[config.mk]
export PLATFORM = sky130hd
export DESIGN_NAME = pico_mem
export DESIGN_NICKNAME = d
export VERILOG_FILES = /design/src/rtl/pico_mem.sv
export SDC_FILE = /design/constraint.sdc
export NUM_CORES = 1
export LEC_CHECK = 0
export CAP_MARGIN = 30
export CORE_MARGIN = 5
export CORE_UTILIZATION = 62
export DETAILED_ROUTE_END_ITERATION = 8
export PLACE_DENSITY_LB_ADDON = 0.15
export SLEW_MARGIN = 10
export SYNTH_ARGS = -nofsm -noshare
export SYNTH_HDL_FRONTEND = slang
export SYNTH_SLANG_ARGS = --single-unit
[constraint.sdc]
create_clock -name clk -period 3.6 [get_ports clk]
set_input_delay 0.54 -clock clk [delete_from_list [all_inputs] [get_ports clk]]
set_output_delay 0.54 -clock clk [all_outputs]
set_load 0.05 [all_outputs]
[src/rtl/pico_mem.sv]
// Single-port program/data memory: boot-loads an image over a valid/ready stream, then serves CPU reads and writes.
// Latency: read data registered, 1 cycle after the address; writes land at the edge; one boot word per cycle.
// Backpressure: load_ready is high only in LOAD outside reset; RUN never stalls the CPU.
// Optional: define PICO_MEM_WRITE_FWD_EN to forward same-cycle write data to the read port.
module pico_mem #(
    parameter int ADDR_WIDTH = 6,
    parameter int DATA_WIDTH = 16
) (
    input  logic                  clk,
    input  logic                  rst,
    input  logic                  mem_we,
    input  logic [ADDR_WIDTH-1:0] mem_addr,
    input  logic [DATA_WIDTH-1:0] mem_data,
    output logic [DATA_WIDTH-1:0] mem_in,
    input  logic                  load_valid,
    input  logic [DATA_WIDTH-1:0] load_data,
    input  logic                  load_last,
    output logic                  load_ready,
    output logic                  cpu_run,
    output logic [ADDR_WIDTH:0]   load_count
);

    localparam int DEPTH = 1 << ADDR_WIDTH;
    localparam logic [ADDR_WIDTH-1:0] PTR_ONE   = 1;
    localparam logic [ADDR_WIDTH:0]   COUNT_ONE = 1;

    typedef enum logic {
        LOAD = 1'b0,
        RUN  = 1'b1
    } state_t;

    state_t                state;
    state_t                state_nxt;
    logic [DATA_WIDTH-1:0] mem [DEPTH];
    logic [ADDR_WIDTH-1:0] load_ptr;
    logic                  accept;
    logic                  cpu_wr;

    // Next-state and handshake decode; reset cycles never accept or write.
    always_comb begin
        state_nxt  = state;
        load_ready = 1'b0;
        cpu_run    = 1'b0;
        accept     = 1'b0;
        cpu_wr     = 1'b0;
        case (state)
            LOAD: begin
                load_ready = !rst;
                accept     = load_valid && !rst;
                // Leave on the marked last word, or when the top address is filled (no wrap).
                if (accept && (load_last || load_ptr == {ADDR_WIDTH{1'b1}})) begin
                    state_nxt = RUN;
                end
            end
            RUN: begin
                cpu_run = 1'b1;
                cpu_wr  = mem_we && !rst;
            end
            default: state_nxt = LOAD;
        endcase
    end

    // State register.
    always_ff @(posedge clk) begin
        if (rst) begin
            state <= LOAD;
        end else begin
            state <= state_nxt;
        end
    end

    // Load pointer and word counter; the counter holds its final value through RUN.
    always_ff @(posedge clk) begin
        if (rst) begin
            load_ptr   <= '0;
            load_count <= '0;
        end else if (accept) begin
            load_ptr   <= load_ptr + PTR_ONE;
            load_count <= load_count + COUNT_ONE;
        end
    end

    // Storage array; deliberately not reset so an image survives a CPU reset.
    always_ff @(posedge clk) begin
        if (accept) begin
            mem[load_ptr] <= load_data;
        end else if (cpu_wr) begin
            mem[mem_addr] <= mem_data;
        end
    end

    // Registered read port; held at zero outside RUN.
    always_ff @(posedge clk) begin
        if (rst || state != RUN) begin
            mem_in <= '0;
        end else begin
`ifdef PICO_MEM_WRITE_FWD_EN
            // Read and write share one address, so a write always hits the read.
            if (mem_we) begin
                mem_in <= mem_data;
            end else begin
                mem_in <= mem[mem_addr];
            end
`else
            mem_in <= mem[mem_addr];
`endif
        end
    end

endmodule

Word level (Yosys, flattened, before mapping)
Memory sizes are Yosys's and may differ from the RTL's. A register that Yosys moved wholly into a read port is not among the register bits.
Cells that the tools add are included.
{"block": "totals", "ff_bits": 14, "mem_bits_rw": 1024, "input_bits": 43, "output_inout_bits": 25, "elab_cells": 29, "memories": 1}
{"block": "op_classes", "n_addsub": 2, "n_eq_ne": 1, "n_mux": 14, "bitwise_logic": 1, "reduce_logical": 7}
{"name": "mem", "words": 64, "width": 16, "rd": 1, "rd_ports_with_merged_regs": 1, "wr": 1, "line_no": "34", "source": "logic [DATA_WIDTH-1:0] mem [DEPTH];"}
{"operator": "2-to-1 mux 16 bit", "count": 1}
{"operator": "OR reduction 16 bit", "count": 1}
{"operator": "2-to-1 mux 1 bit", "count": 12}
{"operator": "adder 7 x 1 -> 7 bit, second input constant", "count": 1}
{"operator": "adder 6 x 1 -> 6 bit, second input constant", "count": 1}
{"operator": "equality test 6 bit, second input constant", "count": 1}
{"operator": "2-to-1 mux 6 bit", "count": 1}
{"operator": "logical AND 1 bit", "count": 3}
{"operator": "logical OR 1 bit", "count": 2}
{"operator": "logical NOT 1 bit", "count": 1}
{"operator": "inverter 1 bit", "count": 1}

Depth between registers and ports, before layout
{"block": "logic_depth", "ltp_word": 8, "mapped_depth": 9, "mapped_depth_nobuf": 5}

Worst setup path after synthesis
Ideal clock, no wire load.
{"block": "synth_path", "path_kind": "register -> register", "startpoint": "reg state", "endpoint": "mem mem[0][10], data pin", "setup_ps": 356, "t_arrival_ps": 2557, "required_time_ps": 3244, "slack_ps": 687, "stages_incl_launch_ff": 7, "path_buffers": 3, "synth_period_minus_slack_ps": 2913, "cell_sequence": "dfxtp_1 -> and3b_1 -> clkbuf_1 -> clkbuf_1 -> buf_1 -> nand2_1 -> nand2_1"}
{"block": "synth_between", "elab_chain_cells": 6, "word_cells_on_any_way": 7}
{"item": "start, declared", "line_no": "32", "source": "state_t state;"}
{"item": "start signal, assigned", "line_no": "68", "source": "state <= state_nxt;"}
{"item": "2-to-1 mux 1 bit", "line_no": "46", "source": "case (state)"}
{"item": "2-to-1 mux 1 bit", "line_no": "87", "source": "end else if (cpu_wr) begin"}
{"item": "2-to-1 mux 1 bit (*)", "line_no": "85", "source": "if (accept) begin"}
{"item": "2-to-1 mux 1 bit (implied by the code) (*)", "line_no": "88", "source": "mem[mem_addr] <= mem_data;"}
{"item": "OR reduction 16 bit (no source line) (*)"}
{"item": "2-to-1 mux 16 bit (no source line) (*)"}
{"item": "end, declared", "line_no": "34"}
Every way passes the cells marked *; elsewhere a longest branch is shown, timed or not.

==> results.md <==
- Hold Path Cell Cnt: 2
- Worst hold path type: reg -> reg
- Skew-Pair Late Insertion Delay: 650 ps
- Reg2reg end: mem[20][7]$_DFFE_PP_
- Lkg Pwr: 14.9 nW
- Initial Util: 0.626
- Post-CTS sizing: 0
- Row cnt: 93
- CP Max Fanout: 12
- # port buffers: 67
- Drc violations: 0
- Violated checks: antenna violations
- Status: finished, violations left
- Syn_nets: 1,933
- Nets: 2,165
- Root cell of the clock tree: clkbuf_16
- DR vias/cell: roughly 6.7
- Synth warnings: 0
- Syn Inst Count: 1,888
- Yosys cell types: 44
- Post-route antenna net violation count: 1
- Post-synth EDFFs: 1,024
- 1st-pass router iterations: 5
- Max Slew Vio Count: 0
- Largest net degree at the start of global routing: 65
- Synth Register Bits: around 1,100
- Vias: slightly above 20,000
- Period utilisation layout: 0.806
- CTS tree: built
- Ys async rst share: 0
- Die W: roughly 270 um
- H-Tree Depth: 3
- Initial antenna violation count: 0
- Post-synthesis average cell area: roughly 21 sq um
- Clock slew at reported path FFs: around 60 ps
- Setup bufs post-CTS: 0
- Worst-Margin Slew: around 1100 ps
- Peak VDD IR: a little under 0.0006 V
- DIE HEIGHT: 265 um
- Worst path required time: 4180 ps
- First-pass GRT wire length: 142,000 um
- Area grow syn2layout: 15.0%
- Cell depth of the worst setup path: 7
- Reg-to-reg slack, setup: 770 ps
- Worst setup SP type: input port
- Post-route minimum period: 2900 ps
- IO Pins: 68
- Number of max-cap violations: 0
- Max stage delay on crit path: 890 ps
- Layout cells sized above 1: 0.267
- DIE AREA: 70,300 sq um
- Commonest cells after routing, fill and taps aside: 1,024 x edfxtp_1, 256 x mux4_2, 131 x buf_4
- Core Area: 64,500 sq um
- RSZ-0062 raised after global routing: no
- WL/cell: 31.7 um
- TritonCTS Buffers: 102
- Post-route insts no fill: ~3,000
- CTS max path bufs: 3
- Cell Chain, Critical Path: clkdlybuf4s50_1, nor2_1, nand2_1, buf_4, o22ai_1, nor4_1, a31o_1
- Post-synth top flop: edfxtp_1
- Worst Setup End Kind: flip-flop
- Vias in the first global route: around 21,000
- Total gr overflow: 0
- # setup viols final: 0
- Total track usage: 0.280
- Top cell family by delay on the critical path: simple AND/OR/NAND/NOR gates
- WL final: 97,200 um
- Slowest CP cell: nor4_1
- Reg2Reg Depth: 6
- Clock skew: 18.1 ps
- DP Cell Count: 2,871
- GPL Wtd Cong: 0.950
- Final hold vios: 0
- Hold-fix buffers, CTS: 0
- Commonest non-fill, non-tap cell in the layout: edfxtp_1
- Fmax: 345 MHz
- Crit path capture: mem_in[4]$_SDFF_PP0_
- Crit path from: mem_addr[4]
- Max-slew headroom: 0.278
- P per Cell Area: 547 nW/um^2
- WP buf/inv: 2
- Post-Synthesis Cell Area: 40,400 sq um
- Seq/Total Area, Yosys: 0.777
- Critical path class: in -> reg
- Clk sinks: about 1,100
- Initial DRC Count: 2,775
- Fin Setup TNS: 0 ps
- Worst Path Arrival: 3480 ps
- DP HPWL: between 60,000 and 70,000 um
- FF-to-FF Start: state$_SDFF_PP0_
==> final cells by class <==
type	count	area, sq um
Clock inverter	62	583
Multi-Input combinational cell	735	8530
Antenna cell	5	12.5
Timing Repair Buffer	223	2150
Clock buffer	128	2690
Sequential cell	1054	31400
Fill cell	3742	18100
Tap cell	855	1070
Inverter	4	15.0
==> how the worst min path moves through the flow <==
| stage | from | to |
|---|---|---|
| final | load_count[6]$_SDFFE_PP0P_ | load_count[6]$_SDFFE_PP0P_ |
| after global routing | load_count[6]$_SDFFE_PP0P_ | load_count[6]$_SDFFE_PP0P_ |
| after CTS | load_valid | state$_SDFF_PP0_ |
| after detailed placement | load_count[6]$_SDFFE_PP0P_ | load_count[6]$_SDFFE_PP0P_ |
| after global placement | load_count[6]$_SDFFE_PP0P_ | load_count[6]$_SDFFE_PP0P_ |
| after floorplan | load_ptr[5]$_SDFFE_PP0P_ | load_ptr[5]$_SDFFE_PP0P_ |
==> synth_stat cells (2+ instances only) <==
cell | instances | area (sq um)
or3_1 | 3 | 18.8
or2_2 | 2 | 12.5
nand2b_1 | 6 | 37.5
buf_4 | 17 | 128
mux4_2 | 256 | 5770
and3b_1 | 2 | 17.5
a31oi_1 | 2 | 12.5
a21oi_1 | 4 | 20.0
mux2_2 | 13 | 146
nor4_1 | 13 | 81.3
nand2_1 | 145 | 544
xor2_1 | 5 | 43.8
dfxtp_1 | 30 | 601
o31ai_1 | 5 | 37.5
inv_1 | 3 | 11.3
nor2b_1 | 2 | 12.5
o21a_1 | 4 | 30.0
and3_1 | 13 | 81.3
nor2_1 | 78 | 293
a31o_1 | 13 | 114
o22ai_1 | 59 | 369
nand3_1 | 10 | 50.1
nand4_1 | 3 | 18.8
ha_1 | 2 | 25.0
a32oi_1 | 4 | 35.0
buf_2 | 19 | 95.1
buf_6 | 10 | 113
nand3b_1 | 3 | 22.5
edfxtp_1 | 1024 | 30700
a211oi_1 | 15 | 113
mux2i_1 | 36 | 360
clkbuf_1 | 42 | 158
o21ai_0 | 24 | 120
xnor2_1 | 4 | 35.0
buf_1 | 7 | 26.3
nor3b_1 | 2 | 15.0
==> power breakdown <==
part,internal [mW],total (mW),switching (mW)
Sequential,13.5,13.6,0.0204
Combinational,0.508,1.39,0.884
Clock,6.07,10.4,4.35
Total,20.1,25.4,5.26
==> worst min-delay path, delay by kind of cell, from the launching register on <==
family	cells	cell delay (ps)
flops	1	320
compound gates	2	140
==> state kept, by name, summed over array words and instances, names as in the netlist <==
| signal | flops |
|---|---|
| load_ptr | 6 |
| mem | 1024 |
| load_count | 7 |
| mem_in | 16 |
| state | 1 |
==> metrics by stage <==
step	instance area [sq um]	total power [mW]	setup WS (ps)	hold slack, ps	utilization
final	46400	25.4	698	515	0.720
after global routing	46400	26.1	566	540	0.720
after CTS	46400	25.5	799	509	0.720
after detailed placement	43100	15.2	135	509	0.669
after global placement	43100	15.2	127	476	0.669
after floorplan	40400	14.6	687	483	-
==> cell families (layout without fill, tap and decap cells) <==
kind of cell | after synthesis | after routing | synth area share
flops | 1054 | 1054 | 0.777
mux | 305 | 305 | 0.155
simple gates | 285 | 285 | 0.0303
compound gates | 134 | 134 | 0.0219
buf+inv | 99 | 417 | 0.0132
xor+xnor | 9 | 9 | 0.00195
fa+ha+maj | 2 | 2 | 0.000620
other cells | 0 | 5 | 0
==> per-layer routing <==
layer  wire (um)  part of all wire  GRT usage  up-vias
li1            -                 -          -     8334
met1       38000              0.39      0.422    10666
met2       44600              0.46      0.415     1299
met3       11300              0.12     0.0716      175
met4        3410             0.035     0.0913        0
met5           0                 0          0        -
No activity file was read; power rests on OpenSTA's default activity.
